`config.mk`:
```
export PLATFORM = sky130hd
export DESIGN_NAME = game_ctrl_fsm
export DESIGN_NICKNAME = d
export VERILOG_FILES = /design/src/rtl/game_ctrl_fsm.sv
export SDC_FILE = /design/constraint.sdc
export NUM_CORES = 1
export LEC_CHECK = 0
export ABC_AREA = 1
export CAP_MARGIN = 20
export CORE_MARGIN = 2
export CORE_UTILIZATION = 40
export CTS_CLUSTER_SIZE = 16
export DETAILED_ROUTE_END_ITERATION = 10
export PLACE_DENSITY = 0.56
export SYNTH_ARGS = -nofsm -noshare
export SYNTH_HDL_FRONTEND = slang
export SYNTH_SLANG_ARGS = --single-unit
```
`constraint.sdc`:
```
create_clock -name clk_1ms -period 2.5 [get_ports clk_1ms]
set_clock_uncertainty 0.1 [all_clocks]
set_input_delay 0.5 -clock clk_1ms [delete_from_list [all_inputs] [get_ports clk_1ms]]
set_output_delay 0.5 -clock clk_1ms [all_outputs]
set_load 0.01 [all_outputs]
```
`src/rtl/game_ctrl_fsm.sv`:
```
// Match controller for the pong game: debounces the start/pause buttons, sequences
// IDLE/SERVE/PLAY/PAUSE/OVER from the ball engine's scores and drives game_state back to it.
module game_ctrl_fsm #(
    parameter int DEBOUNCE_MS = 20,
    parameter int SERVE_MS    = 1000,
    parameter int WIN_SCORE   = 9
) (
    input  logic       clk_1ms,
    input  logic       reset,
    input  logic       i_btn_start,
    input  logic       i_btn_pause,
    input  logic [3:0] i_p1_score,
    input  logic [3:0] i_p2_score,
    output logic [1:0] o_game_state,
    output logic       o_ball_rst_n,
    output logic       o_paused,
    output logic       o_p1_point,
    output logic       o_p2_point,
    output logic [1:0] o_winner
);

    localparam int DB_W = $clog2(DEBOUNCE_MS + 1);
    localparam int SV_W = $clog2(SERVE_MS + 1);
    localparam logic [DB_W-1:0] DB_RELOAD = DB_W'(DEBOUNCE_MS - 1);
    localparam logic [SV_W-1:0] SV_RELOAD = SV_W'(SERVE_MS - 1);
    localparam logic [3:0]      WIN       = 4'(WIN_SCORE);

    typedef enum logic [2:0] {
        S_IDLE,
        S_SERVE,
        S_PLAY,
        S_PAUSE,
        S_OVER
    } state_t;

    logic [1:0] w_btnRaw;
    logic [1:0] w_press;
    logic       w_startPress;
    logic       w_pausePress;

    assign w_btnRaw     = {i_btn_pause, i_btn_start};
    assign w_startPress = w_press[0];
    assign w_pausePress = w_press[1];

    // The counter only runs while the synced level disagrees with the debounced one,
    // so any return to the debounced level reloads it and short glitches never land.
    for (genvar g = 0; g < 2; g++) begin : g_btn
        logic            r_sync1;
        logic            r_sync2;
        logic            r_deb;
        logic            r_debQ;
        logic [DB_W-1:0] r_cnt;

        always_ff @(posedge clk_1ms) begin
            if (!reset) begin
                r_sync1 <= 1'b0;
                r_sync2 <= 1'b0;
                r_deb   <= 1'b0;
                r_debQ  <= 1'b0;
                r_cnt   <= DB_RELOAD;
            end else begin
                r_sync1 <= w_btnRaw[g];
                r_sync2 <= r_sync1;
                r_debQ  <= r_deb;
                if (r_sync2 == r_deb) begin
                    r_cnt <= DB_RELOAD;
                end else if (r_cnt == '0) begin
                    r_deb <= r_sync2;
                    r_cnt <= DB_RELOAD;
                end else begin
                    r_cnt <= r_cnt - DB_W'(1);
                end
            end
        end

        assign w_press[g] = r_deb & ~r_debQ;
    end

    state_t          r_state;
    state_t          w_stateNext;
    logic [SV_W-1:0] r_serveCnt;
    logic [SV_W-1:0] w_serveNext;
    logic [3:0]      r_prevP1;
    logic [3:0]      r_prevP2;
    logic [1:0]      r_gameState;
    logic [1:0]      w_gameStateNext;
    logic            r_ballRstN;
    logic            w_ballRstNNext;
    logic            r_paused;
    logic            r_p1Point;
    logic            r_p2Point;
    logic [1:0]      r_winner;
    logic [1:0]      w_winnerNext;
    logic            w_p1Pt;
    logic            w_p2Pt;
    logic            w_p1Win;
    logic            w_p2Win;

    // Only a +1 step counts as a point; clears and jumps just resync prev.
    assign w_p1Pt  = (r_state == S_PLAY) && (i_p1_score == r_prevP1 + 4'd1);
    assign w_p2Pt  = (r_state == S_PLAY) && (i_p2_score == r_prevP2 + 4'd1);
    assign w_p1Win = w_p1Pt && (i_p1_score >= WIN);
    assign w_p2Win = w_p2Pt && (i_p2_score >= WIN);

    always_ff @(posedge clk_1ms) begin
        if (!reset) begin
            r_state     <= S_IDLE;
            r_serveCnt  <= '0;
            r_prevP1    <= i_p1_score;
            r_prevP2    <= i_p2_score;
            r_gameState <= 2'b00;
            r_ballRstN  <= 1'b1;
            r_paused    <= 1'b0;
            r_p1Point   <= 1'b0;
            r_p2Point   <= 1'b0;
            r_winner    <= 2'b00;
        end else begin
            r_state     <= w_stateNext;
            r_serveCnt  <= w_serveNext;
            r_prevP1    <= i_p1_score;
            r_prevP2    <= i_p2_score;
            r_gameState <= w_gameStateNext;
            r_ballRstN  <= w_ballRstNNext;
            r_paused    <= (w_stateNext == S_PAUSE);
            r_p1Point   <= w_p1Pt;
            r_p2Point   <= w_p2Pt;
            r_winner    <= w_winnerNext;
        end
    end

    // Points take priority over a pause press; start is checked before pause.
    always_comb begin
        w_stateNext    = r_state;
        w_serveNext    = r_serveCnt;
        w_ballRstNNext = 1'b1;
        w_winnerNext   = r_winner;
        case (r_state)
            S_IDLE, S_OVER: begin
                if (w_startPress) begin
                    w_stateNext    = S_SERVE;
                    w_serveNext    = SV_RELOAD;
                    w_ballRstNNext = 1'b0;
                    w_winnerNext   = 2'b00;
                end
            end
            S_SERVE: begin
                if (r_serveCnt == '0) begin
                    w_stateNext = S_PLAY;
                end else begin
                    w_serveNext = r_serveCnt - SV_W'(1);
                end
            end
            S_PLAY: begin
                if (w_p1Pt || w_p2Pt) begin
                    if (w_p1Win || w_p2Win) begin
                        w_stateNext  = S_OVER;
                        w_winnerNext = {w_p2Win, w_p1Win};
                    end else begin
                        w_stateNext = S_SERVE;
                        w_serveNext = SV_RELOAD;
                    end
                end else if (w_pausePress) begin
                    w_stateNext = S_PAUSE;
                end
            end
            S_PAUSE: begin
                if (w_startPress) begin
                    w_stateNext = S_IDLE;
                end else if (w_pausePress) begin
                    w_stateNext = S_PLAY;
                end
            end
            default: w_stateNext = S_IDLE;
        endcase

        case (w_stateNext)
            S_IDLE:           w_gameStateNext = 2'b00;
            S_PLAY:           w_gameStateNext = 2'b01;
            S_SERVE, S_PAUSE: w_gameStateNext = 2'b10;
            default:          w_gameStateNext = 2'b11;
        endcase
    end

    assign o_game_state = r_gameState;
    assign o_ball_rst_n = r_ballRstN;
    assign o_paused     = r_paused;
    assign o_p1_point   = r_p1Point;
    assign o_p2_point   = r_p2Point;
    assign o_winner     = r_winner;

endmodule

```
==> results.md, run 1 <==
* Worst Path Buf+Inv at 3
* Core box area at roughly 5500 µm²
* Final slew viol count at 0
* Max-slew headroom at a little over two thirds
* Grt ovf at 0
* Synth area leader: dfxtp_1
* LEAKAGE at around 1.2 nW
* DRC at 0
* Area growth syn-to-layout at 18.8%
* CP delay by family, top: simple AND/OR/NAND/NOR gates
* P_int at 1.09 mW
* Post-CTS sizing at 0
* Peak VDD IR at 0.000289 V
* R2r startpoint: r_prevP2[0]
* # IOs at 20
* Starting Density at approximately two fifths
* Die Wd at about 80 µm
* Final setup vio count at 0
* CTS tree: done
* Row cnt at 27
* First-pass GRT wire length at slightly above 7 mm
* Multi-input gate area at about 1100 µm²
* WP data required at between 2 and 3 ns
* Nets at between 300 and 400
* WHS Path Cells at 1
* Die ar. at 6210 µm²
* PwrDens at 520 nW/µm²
* Crit share post-route at ~86%
* Antenna viol nets, final at 0
* Syn_nets at between 300 and 400
* Initial antenna violation count at 0
* Clk pwr share at 39.1%
* Fill count at 561
* Area share of the largest cell type after synthesis at between 40% and 50%
* Async S/R FF share, synth at 0%
* Tot Pwr at approximately 1.4 mW
* Antenna diodes at 0
* Clock root buffer: clkbuf_8
* Detailed Routing Iterations Pass 1 at 4
* DR vias at around 1,800
* Final Hold Viols at 0
* Switch share at about a fifth
* CP Launch Type: input port
* Initial drt markers at between 100 and 150
* Worst R2R Path Depth at 9
* PortBufs at 19
* Clock transition at path regs at 0.09 ns
* DR vias/cell at approximately 4.5
* GRT Resource Usage Total at approximately 15%
* WS Path Type: in2reg
* Psw at between 200 and 300 µW
* Top area cells in the synthesized netlist: dfxtp_1 42%, nand2_1 11%, inv_1 8.0%
* CTS max path bufs at 2
* FF-to-FF End: r_serveCnt[8]
* # H-tree levels at 2
* Cell Chain, Critical Path: clkdlybuf4s50_1 -> inv_1 -> or2_2 -> nand2_1 -> nand2_1 -> nand2_1 -> nand2_2 -> nand3_2 -> nand3_4 -> nor2_4 -> buf_4 -> nand2_2 -> a21oi_2
* Primary FF master, synth: dfxtp_1
* Post-CTS Hold Fix Bufs at 0
* CP Capture Type: flop
* Top post-synthesis cells by count: 65 x nand2_1, 48 x inv_1, 47 x dfxtp_1
* Avg Inst Size Synth at 7.30 µm²
* Final GP Congestion at between 0.7 and 0.8
* Skew-Pair Late Insertion Delay at ~0.30 ns
* Unrepaired setup endpoints after global routing: false
* EDFF count, synth at 0
* Most numerous cell in the Yosys netlist: nand2_1
* Crit path largest cell delay at 0.47 ns
* Total CTS buffers at 5
* Synth Cell Area at between 2000 and 2500 µm²
* Avg WL per Cell at approximately 10 µm
* Setup crit end: r_serveCnt[8]
* Setup_tns at 0 ns
* Worst Max-Slew Pin Slew at roughly 0.44 ns
* Hold path startpoint: g_btn[0].r_cnt[0]
* Hpwl dp at roughly 3.1 mm
* TritonCTS Sinks at between 40 and 50
* Yosys Warn Count at 0
* Syn Inst Count at 307
* R2R Setup Slk at around 0.51 ns
* Max cap viols at 0
* # Post-CTS Setup Buffers at 0
* Most used cell, CP: nand2_1
* Yosys cell types at 27
* Synth Register Bits at 47
* FF/Latch Area at ~940 µm²
* Critical Path Fanout Max at 9
* Worst setup path start: i_p1_score[3]
* F_max at 466 MHz
* Status: finished clean
* Sequential share of power at 55.3%
* Detailed Route WL at about 4.2 mm
* Largest net degree at the start of global routing at 15
* Min Tclk post-route at approximately 2.1 ns
* Hold Path Class: reg2reg
* Critical-path top delay cell: clkdlybuf4s50_1
* Sequential-to-total area share from yosys stat at around 42%
* Vias in the first global route at 1,706
* Die Height at between 70 and 80 µm
* Worst EP arrival at around 2.3 ns
* Instance count on the critical path at 13
* Share of layout cells above drive strength 1 at 14.0%
* Gate power share at 5.6%
[cell usage in the layout (no fill, tap or decap)]
| cell | count |
|---|---|
| nor3_1 | 5 |
| buf_4 | 5 |
| nand3_1 | 23 |
| nor3_4 | 1 |
| clkinvlp_4 | 1 |
| a21oi_2 | 8 |
| dfxtp_1 | 47 |
| nor4_1 | 1 |
| o21a_1 | 1 |
| nand3_2 | 1 |
| nor2_2 | 1 |
| nor2_1 | 36 |
| nand2_1 | 65 |
| ha_1 | 5 |
| buf_12 | 1 |
| a21oi_1 | 9 |
| xor2_1 | 3 |
| nand3_4 | 1 |
| nor2_4 | 2 |
| nand4_1 | 4 |
| inv_2 | 3 |
| nand3b_1 | 1 |
| or2_2 | 6 |
| clkbuf_8 | 5 |
| o21ai_0 | 15 |
| clkdlybuf4s50_1 | 19 |
| bufinv_16 | 1 |
| inv_1 | 48 |
| nand2_2 | 11 |
| xnor2_1 | 7 |
[cell families (layout without fill, tap and decap cells)]
family	Yosys count	count (layout)	share of synthesized area, %
fa+ha+maj	5	5	2.79
xor+xnor	10	10	3.91
buf+inv	54	83	9.55
flops	47	47	42.0
compound gates	33	33	8.83
simple gates	158	158	32.9
[stage by stage]
step | area, µm² | hold slack [ns] | util (%) | setup WS, ns | cells
finish | 2660 | 0.313 | 48.6 | 0.354 | 408
CTS | 2660 | 0.318 | 48.6 | 0.373 | 408
global route | 2660 | 0.342 | 48.6 | 0.206 | 408
floorplan | 2240 | 0.278 | - | 0.653 | 307
global placement | 2550 | 0.294 | 46.7 | 0.0906 | 401
detailed placement | 2550 | 0.296 | 46.7 | 0.0622 | 401
[sequential cells by signal, summed over array words and instances (netlist names)]
register	flops
g_btn.r_cnt	10
g_btn.r_deb	2
g_btn.r_debQ	2
g_btn.r_sync1	2
g_btn.r_sync2	2
o_ball_rst_n	1
o_game_state	2
o_p1_point	1
o_p2_point	1
o_paused	1
o_winner	2
r_prevP1	4
r_prevP2	4
r_serveCnt	10
r_state	3
[routing by layer]
layer | vias up | track usage, % | part of all wire (%)
li1 | 1014 | - | -
met1 | 798 | 18.9 | 51
met2 | 29 | 23.8 | 44
met3 | 6 | 3.86 | 3.5
met4 | 0 | 5.17 | 1.6
met5 | - | 0 | 0
[power groups by stage]
| stage | registers (mW) | clock network [mW] | logic, mW |
|---|---|---|---|
| after global routing | 0.767 | 0.596 | 0.0894 |
| after floorplan | 0.782 | 0 | 0.0461 |
| after global placement | 0.783 | 0 | 0.0767 |
| after CTS | 0.765 | 0.570 | 0.0777 |
| final | 0.765 | 0.541 | 0.0770 |
| after detailed placement | 0.783 | 0 | 0.0774 |
[worst min path at each step]
stage                                    to  slack, ns
after floorplan           g_btn[0].r_cnt[0]       0.28
after global placement    g_btn[0].r_cnt[0]       0.29
after detailed placement  g_btn[0].r_cnt[0]       0.30
after CTS                 g_btn[1].r_cnt[0]       0.32
after global routing       g_btn[1].r_sync2       0.34
final                     g_btn[0].r_cnt[0]       0.31
[area by class of cell]
cell class                 instances  area share, %
tap                               72           3.39
sequential                        47           35.4
multi-input combinational        206           40.8
clock buffer                       5           2.59
clock inverter                     2           1.41
inverter                          51           7.19
timing repair buffer              25           9.31
(Power assumes the default switching activity.)
==> run 2: changes to the inputs <==
- CORE_UTILIZATION: 40 -> 57
- PLACE_DENSITY: 0.56 -> 0.76
==> results.md, run 2 (synthesis results as in run 1) <==
* Share of layout cells above drive strength 1 at 14.2% (+0.21 points)
* DR vias/cell at 4.92 (+8.7%)
* Antenna diodes at 0 (unchanged)
* Die Height at 66.7 µm (-15%)
* Clock root buffer: clkbuf_8
* Worst R2R Path Depth at 10 (+1)
* Post-CTS sizing at 0 (unchanged)
* Most used cell, CP: nand3_1
* F_max at 465 MHz (-0.18%)
* DR vias at 1,900 (+2.9%)
* Design area at 2670 µm² (+0.14%)
* Avg WL per Cell at 10.7 µm (+4.8%)
* Clock transition at path regs at 0.08 ns (about the same)
* Worst EP arrival at 2.24 ns (-0.05 ns)
* Die ar. at 4450 µm² (-28%)
* Grt ovf at 0 (unchanged)
* Tot Pwr at 1.49 mW (+7.5%)
* Cell Chain, Critical Path: clkdlybuf4s50_1 -> inv_1 -> or2_2 -> nand3_1 -> nand2_1 -> nand3_1 -> nand2_2 -> buf_4 -> o21ai_0 -> a21oi_2
* Max-slew headroom at 67.9% (-2.3 points)
* Die Wd at 66.7 µm (-15%)
* Peak VDD IR at 0.000456 V (+58%)
* Unrepaired setup endpoints after global routing: false
* Area growth syn-to-layout at 19.0%
* Detailed Route WL at 4.13 mm (-0.89%)
* CP Capture Type: flop
* Hold Path Class: reg2reg
* Critical Path Fanout Max at 7 (-2)
* DRC at 0 (unchanged)
* WHS Path Cells at 1 (unchanged)
* Antenna viol nets, final at 0 (unchanged)
* Row cnt at 22 (-19%)
* Pre-CTS setup slack at 0.0397 ns (-0.0225 ns)
* Max cap viols at 0 (unchanged)
* Nets at 354 (+0.28%)
* Worst Max-Slew Pin Slew at 0.478 ns (+0.0335 ns)
* Post-route insts no fill at 386 (-5.4%)
* CTS max path bufs at 2 (unchanged)
* Skew-Pair Late Insertion Delay at 0.30 ns (about the same)
* # IOs at 20 (unchanged)
* Min-Delay Endpoint: g_btn[1].r_cnt[0]
* Multi-input gate area at 1080 µm² (unchanged)
* First-pass GRT wire length at 7.29 mm (+0.39%)
* Final Util at 71.7% (+23 points)
* Crit path largest cell delay at 0.47 ns (about the same)
* FF-to-FF End: r_serveCnt[2]
* GRT Resource Usage Total at 21.6% (+6.9 points)
* Initial drt markers at 103 (-11%)
* WS Path Type: in2reg
* Setup_tns at 0 ns (unchanged)
* Min Tclk post-route at 2.15 ns (+0.00396 ns)
* Total CTS buffers at 5 (unchanged)
* Largest net degree at the start of global routing at 15 (unchanged)
* Hold path startpoint: g_btn[1].r_cnt[0]
* Dpl cells at 378 (-5.7%)
* Final Hold Viols at 0 (unchanged)
* Starting Density at 60.3% (+19 points)
* CP delay by family, top: buffers and inverters
* Critical-path top delay cell: clkdlybuf4s50_1
* Worst Path Buf+Inv at 3 (unchanged)
* R2r startpoint: r_prevP1[0]
* Largest registers: g_btn.r_cnt: 10 flops, r_serveCnt: 10 flops
* LEAKAGE at 1.24 nW (+1.6%)
* Final setup vio count at 0 (unchanged)
* PortBufs at 19 (unchanged)
* Fill count at 331 (-41%)
* # H-tree levels at 2 (unchanged)
* CTS tree: done
* Post-route setup slack at 0.350 ns (-0.00396 ns)
* # Post-CTS Setup Buffers at 0 (unchanged)
* Final slew viol count at 0 (unchanged)
* Vias in the first global route at 1,812 (+6.2%)
* R2R Setup Slk at 0.53 ns (+0.02 ns)
* Detailed Routing Iterations Pass 1 at 4 (unchanged)
* TritonCTS Sinks at 47 (unchanged)
* Final GP Congestion at 0.849 (+7.0%)
* Status: finished clean
* FF/Latch Area at 941 µm² (unchanged)
* CP Launch Type: input port
* Core box area at 3720 µm² (-32%)
* Crit share post-route at 86.0% (+0.16 points)
* Hold WS at 0.321 ns (+0.00806 ns)
* PwrDens at 558 nW/µm² (+7.4%)
* Post-place instance area at 2530 µm² (-0.88%)
* Most common cell after layout, fill and taps aside: nand2_1
* WP data required at 2.59 ns (-0.05 ns)
* Post-CTS Hold Fix Bufs at 0 (unchanged)
* Most frequent cells in the layout: 65 x nand2_1, 48 x inv_1, 47 x dfxtp_1, 36 x nor2_1, 23 x nand3_1
* Hpwl dp at 3.17 mm (+0.85%)
* Initial antenna violation count at 0 (unchanged)
[run 2: changes by cell type in the layout (fill, tap and decap cells not counted), sizes merged]
cell and delta:
buf +1, clkbuf +1, clkinvlp -1, bufinv +1
[run 2: layout make-up]
cell class	count	area share, %
inverter	51	7.18
tap	48	2.25
clock buffer	6	2.72
multi-input combinational	206	40.7
timing repair buffer	26	9.58
clock inverter	2	2.25
sequential	47	35.3
[run 2: worst register-to-register path: stages (launching register included)]
cell and delay [ns]:
dfxtp_1 0.34, ha_1 0.31, xnor2_1 0.15, nand3_1 0.10
nor2_2 0.12, nand2_2 0.09, nand3_2 0.11, nand3_4 0.10
buf_4 0.16, o21ai_0 0.21, a21oi_2 0.08
[run 2: where the power goes]
group / internal (mW) / switching [mW]
combinational: 0.0365 / 0.0406
sequential: 0.759 / 0.00667
clock: 0.399 / 0.245
[run 2: layer usage]
layer | vias to the layer above | GRT usage, % | wire [µm]
met3 | 7 | 3.55 | 167
met2 | 36 | 36.8 | 1940
met1 | 836 | 26.8 | 1960
met5 | - | 0 | 0
li1 | 1021 | - | -
met4 | 0 | 9.18 | 69
[run 2: how the worst max path moves through the flow]
stage | depth (start not counted) | endpoint | from | slack, ns
6_report | 10 | r_serveCnt[4] | i_p1_score[3] | 0.35
5_1_grt | 12 | r_serveCnt[8] | i_p1_score[3] | 0.23
4_1_cts | 10 | r_serveCnt[4] | i_p1_score[3] | 0.36
3_5_place_dp | 10 | r_serveCnt[4] | i_p1_score[3] | 0.04
3_3_place_gp | 10 | r_serveCnt[4] | i_p1_score[3] | 0.1
2_1_floorplan | 9 | r_serveCnt[6] | r_prevP2[0] | 0.65
==> run 3: changes to the inputs <==
- HOLD_SLACK_MARGIN: default -> 0.06
==> results of run 3 <==
Same layout as run 2: the final DEF is identical, and so are final timing and power.
